[config.mk]
export PLATFORM = sky130hd
export DESIGN_NAME = switch_debouncer_flat
export DESIGN_NICKNAME = d
export VERILOG_FILES = /design/src/rtl/switch_debouncer_if.sv /design/src/rtl/switch_debouncer.sv /design/src/flat_wrapper.sv
export SDC_FILE = /design/constraint.sdc
export NUM_CORES = 1
export LEC_CHECK = 0
export BUFFER_PORTS_ARGS = -buffer_cell sky130_fd_sc_hd__buf_2
export CORE_MARGIN = 2
export CORE_UTILIZATION = 65
export DETAILED_ROUTE_END_ITERATION = 6
export PLACE_DENSITY_LB_ADDON = 0.25
export SLEW_MARGIN = 0
export SYNTH_ARGS = -nofsm -noshare
export SYNTH_HDL_FRONTEND = slang
export SYNTH_SLANG_ARGS = --single-unit
[constraint.sdc]
create_clock -name clk -period 5.1 [get_ports clk]
set_input_delay 0.51 -clock clk [delete_from_list [all_inputs] [get_ports clk]]
set_output_delay 0.51 -clock clk [all_outputs]
set_load 0.05 [all_outputs]
[src/rtl/switch_debouncer_if.sv]
// Switch-side bus of the debouncer: raw pins in, clean levels and edge pulses out.
// The slave modport is the debouncer; the master is whatever drives the pins and consumes the results.
interface switch_debouncer_if #(
  parameter int WIDTH = 8
);
  logic [WIDTH-1:0] sw_raw;
  logic [WIDTH-1:0] sw_clean;
  logic [WIDTH-1:0] sw_rise;
  logic [WIDTH-1:0] sw_fall;
  logic             changed;

  modport master (
    output sw_raw,
    input  sw_clean,
    input  sw_rise,
    input  sw_fall,
    input  changed
  );

  modport slave (
    input  sw_raw,
    output sw_clean,
    output sw_rise,
    output sw_fall,
    output changed
  );
endinterface

[src/rtl/switch_debouncer.sv]
// Per-bit switch conditioner: two-flop synchronizer, stability counter, clean level and one-cycle edge pulses.
// The WIDTH parameter must match the WIDTH of the connected switch_debouncer_if instance.
module switch_debouncer #(
  parameter int WIDTH         = 8,
  parameter int STABLE_CYCLES = 1_000_000
) (
  input  logic               clk,
  input  logic               rst,
  switch_debouncer_if.slave  bus
);
  localparam int CW = (STABLE_CYCLES > 1) ? $clog2(STABLE_CYCLES) : 1;
  localparam logic [CW-1:0] CNT_MAX = CW'(STABLE_CYCLES - 1);

  logic [WIDTH-1:0] sync1_q;
  logic [WIDTH-1:0] sync2_q;
  logic [WIDTH-1:0] clean_q;
  logic [WIDTH-1:0] clean_d;
  logic [WIDTH-1:0] rise_q;
  logic [WIDTH-1:0] rise_d;
  logic [WIDTH-1:0] fall_q;
  logic [WIDTH-1:0] fall_d;
  logic             changed_q;

  always_ff @(posedge clk) begin
    if (rst) begin
      sync1_q   <= '0;
      sync2_q   <= '0;
      clean_q   <= '0;
      rise_q    <= '0;
      fall_q    <= '0;
      changed_q <= 1'b0;
    end else begin
      sync1_q   <= bus.sw_raw;
      sync2_q   <= sync1_q;
      clean_q   <= clean_d;
      rise_q    <= rise_d;
      fall_q    <= fall_d;
      changed_q <= |(rise_d | fall_d);
    end
  end

  generate
    for (genvar gi = 0; gi < WIDTH; gi++) begin : g_bit
      logic [CW-1:0] cnt_q;
      logic [CW-1:0] cnt_d;
      logic          differ;
      logic          accept;

      // A level is accepted on the edge where it has already differed for STABLE_CYCLES-1 counts.
      assign differ      = sync2_q[gi] ^ clean_q[gi];
      assign accept      = differ && (cnt_q == CNT_MAX);
      assign clean_d[gi] = accept ? sync2_q[gi] : clean_q[gi];
      assign rise_d[gi]  = accept & sync2_q[gi];
      assign fall_d[gi]  = accept & ~sync2_q[gi];

      always_comb begin
        cnt_d = '0;
        if (differ && !accept) begin
          cnt_d = cnt_q + CW'(1);
        end
      end

      always_ff @(posedge clk) begin
        if (rst) begin
          cnt_q <= '0;
        end else begin
          cnt_q <= cnt_d;
        end
      end
    end
  endgenerate

  assign bus.sw_clean = clean_q;
  assign bus.sw_rise  = rise_q;
  assign bus.sw_fall  = fall_q;
  assign bus.changed  = changed_q;
endmodule
[src/flat_wrapper.sv]
// flat-port wrapper written by rule: the top's interface ports become plain ports
module switch_debouncer_flat 
#(
  parameter int WIDTH         = 8,
  parameter int STABLE_CYCLES = 1_000_000
)
  (clk, rst, bus_sw_raw, bus_sw_clean, bus_sw_rise, bus_sw_fall, bus_changed);
  switch_debouncer_if #(.WIDTH(WIDTH)) bus_i ();
  input  logic clk;
  input  logic rst;
  input wire logic [$bits(bus_i.sw_raw)-1:0] bus_sw_raw;
  output wire logic [$bits(bus_i.sw_clean)-1:0] bus_sw_clean;
  output wire logic [$bits(bus_i.sw_rise)-1:0] bus_sw_rise;
  output wire logic [$bits(bus_i.sw_fall)-1:0] bus_sw_fall;
  output wire logic [$bits(bus_i.changed)-1:0] bus_changed;
  assign bus_i.sw_raw = bus_sw_raw;
  assign bus_sw_clean = bus_i.sw_clean;
  assign bus_sw_rise = bus_i.sw_rise;
  assign bus_sw_fall = bus_i.sw_fall;
  assign bus_changed = bus_i.changed;
  switch_debouncer #(.WIDTH(WIDTH), .STABLE_CYCLES(STABLE_CYCLES)) u_core (.clk(clk), .rst(rst), .bus(bus_i));
endmodule
==> impl_metrics.json <==
{
  "grt_pass1_vias": 6490,
  "io_buffers": 34,
  "cts_made_buffers": 21,
  "start_util": 0.662,
  "dieArea_um2": 14300,
  "synth_simple_gate_area_share": 0.309,
  "rsz0062_at_grt": "no",
  "tightest_slew_ns": 0.911,
  "drc": 0,
  "syn_inst": 971,
  "synth_seq_cells": 201,
  "grt.overflow.total": 0,
  "die_y_um": 120,
  "async_flop_share": 0,
  "worst_setup_path_start_kind": "flip-flop",
  "hold_end": "u_core.sync1_q[0]",
  "nets": 1025,
  "place_congestion": 0.815,
  "antenna_found_initial": 0,
  "cp-startpoint": "u_core.g_bit[2].cnt_q[6]",
  "die_x_um": 120,
  "grt_start_max_net_pins": 50,
  "drive_gt1_frac": 0.0920,
  "finalSetupViolCount": 0,
  "routedWlPerCell_um": 14.8,
  "synth_warnings": 0,
  "p_total_w": 0.00314,
  "hold_buffers": 0,
  "viasPerCell": 5.96,
  "fmax_mhz": 457,
  "post-route-min-period_ns": 2.19,
  "drtAntennaViolNets": 0,
  "p_leak_nw": 3.01,
  "h-tree-depth": 1,
  "cts_resized": 0,
  "clock_path_buffers": 3,
  "worst_ir_drop_vdd_v": 0.000279,
  "io_pins": 35,
  "insertion_delay_ns": 0.49,
  "reg2reg_depth": 4,
  "hold_class": "input pin to flip-flop",
  "finalClockSkew_ns": 0.00735,
  "synth_edf_count": 0,
  "end_kind": "flip-flop",
  "hold-path-cell-count": 2,
  "crit_arrival_ns": 2.55,
  "rr_startpoint": "u_core.g_bit[2].cnt_q[6]",
  "max_stage_delay_ns": 0.58,
  "synth.avg_cell_area_um2": 8.96,
  "dpl_cell_area_um2": 9020,
  "fp-row-count": 42,
  "timing.hold.ws_ns": 0.251,
  "cts.sinks": 201,
  "cts-root-buf": "clkbuf_16",
  "slowest_stage": "or4_4",
  "reg2reg_to": "u_core.g_bit[2].cnt_q[14]",
  "synth_mux_area_frac": 0,
  "wl_um": 17700,
  "area_growth_pct": 11.7,
  "num_vias": 7135,
  "synth_fp_nets": 989,
  "grt_pass1_wl_um": 29800,
  "synth_flop_cell": "dfxtp_1",
  "fp.coreArea_um2": 13100,
  "drv_cap": 0,
  "synth_top_family_by_area": "simple AND/OR/NAND/NOR gates",
  "fin_util": 0.740,
  "stdcell_area_um2": 9720,
  "maxSlewHeadroom": 0.393,
  "antenna_cells": 0,
  "cts_setup_buffers": 0,
  "crit_chain": "or4_1, or4_4, o21ai_4, nor2_1",
  "status": "finished, final reports clean",
  "slew_violations": 0,
  "synth_cell_types": 48,
  "p_per_area_nw_per_um2": 323,
  "place_hpwl_um": 11600,
  "critPathKind": "flip-flop to flip-flop",
  "regToRegSetupSlack_ns": 2.91,
  "cp_max_fo": 19,
  "worstHoldStart": "bus_sw_raw[0]",
  "drt_iter0_markers": 518,
  "ys_seq_area_frac": 0.462,
  "clkTransAtPathRegs_ns": 0.06,
  "period_share": 0.430,
  "synth_compound_area_frac": 0.105,
  "cts_tree": "built",
  "synth_xor_area_frac": 0.0896,
  "tns_ns": 0,
  "grt_usage": 0.245,
  "mappedNetlistArea_um2": 8700,
  "cp.required_ns": 5.46,
  "synth_fa_ha_area_frac": 0.0115,
  "first_pass_iters": 4,
  "final_hold_viol_count": 0
}
[critical path, delay by kind of cell, from the launching register on]
family / cells / cell delay [ns]
compound gates: 1 / 0.43
flops: 1 / 0.37
simple gates: 3 / 1.25
[layer usage]
metal  track usage  vias up  share of wire
met2         0.393      134           0.46
met4        0.0647        0          0.016
met3        0.0352       24          0.039
met1         0.347     3364           0.48
met5             0        -              0
li1              -     3613              -
[sequential cells by signal, indices dropped and copies added, names as in the netlist]
register,cells
u_core.sync2_q,8
u_core.bus.changed,1
u_core.bus.sw_fall,8
u_core.bus.sw_rise,8
u_core.g_bit.cnt_q,160
u_core.bus.sw_clean,8
u_core.sync1_q,8
[area by class of cell]
class / count / area [um^2]
timing repair buffer: 40 / 215
sequential: 201 / 4020
clock inverter: 8 / 75.1
inverter: 21 / 78.8
fill: 968 / 3420
clock buffer: 30 / 629
multi-input combinational: 722 / 4480
tap: 176 / 220
[where the power goes]
group / total [W] / switching [W] / internal (W)
Sequential: 0.00158 / 0.00000502 / 0.00158
Clock: 0.00152 / 0.000610 / 0.000912
Combinational: 0.0000339 / 0.0000226 / 0.0000113
[worst max-delay path by stage]
stage	end	slack, ns	cells past startpoint
floorplan	u_core.g_bit[2].cnt_q[10]	3.11	5
global placement	u_core.g_bit[2].cnt_q[2]	2.96	4
detailed placement	u_core.g_bit[5].cnt_q[19]	2.88	5
CTS	u_core.g_bit[2].cnt_q[14]	2.90	4
global route	u_core.g_bit[2].cnt_q[14]	2.79	4
finish	u_core.g_bit[2].cnt_q[14]	2.91	4
[cells by family after synthesis]
family                     after synthesis
AOI/OAI and AO/OA                      155
xor gates and xnor gates                89
adders and majority gates                8
buffers and inverters                   48
DFF                                    201
and+or+nand+nor                        470
[cell usage after synthesis, types with 21 or more instances]
| master | count | area, um^2 |
|---|---|---|
| dfxtp_1 | 201 | 4020 |
| nor2_1 | 100 | 375 |
| a21oi_1 | 71 | 355 |
| nand2_1 | 59 | 221 |
| nand3_1 | 53 | 265 |
| xnor2_1 | 46 | 403 |
| xor2_1 | 43 | 377 |
| nand4_1 | 42 | 263 |
| o21ai_0 | 39 | 195 |
| or3_1 | 35 | 219 |
| or4_1 | 33 | 248 |
| o31ai_1 | 29 | 218 |
| nor2b_1 | 23 | 144 |
| nor4b_1 | 22 | 193 |
| and3_1 | 21 | 131 |
| inv_1 | 21 | 78.8 |
[cells in the final DEF (no fill, tap or decap), drive strengths merged]
cell / Yosys / routed
dfxtp: 201 / 201
nor2: 100 / 100
a21oi: 71 / 71
nand2: 59 / 59
nand3: 55 / 55
o21ai: 47 / 47
xnor2: 46 / 46
xor2: 43 / 43
nand4: 42 / 42
buf: 6 / 40
or4: 36 / 36
or3: 35 / 35
clkbuf: 21 / 30
o31ai: 29 / 29
nor2b: 23 / 23
nor4b: 23 / 23
and3: 22 / 22
inv: 21 / 22
and2: 18 / 18
and4: 15 / 15
nor4: 13 / 13
nor3: 8 / 8
ha: 8 / 8
or4b: 6 / 6
nor4bb: 5 / 5
clkinv: 0 / 5
or2: 4 / 4
o41ai: 3 / 3
o32a: 3 / 3
nand3b: 2 / 2
nor3b: 1 / 1
and4b: 1 / 1
or3b: 1 / 1
nand4b: 1 / 1
a32oi: 1 / 1
a41oi: 1 / 1
clkinvlp: 0 / 1
bufinv: 0 / 1
[through the flow]
| stage | setup slack (ns) | instances |
|---|---|---|
| 2_1_floorplan | 3.11 | 971 |
| 3_3_place_gp | 2.96 | 1160 |
| 3_5_place_dp | 2.88 | 1160 |
| 4_1_cts | 2.90 | 1198 |
| 5_1_grt | 2.79 | 1198 |
| 6_report | 2.91 | 1198 |
(Power assumes the default switching activity.)
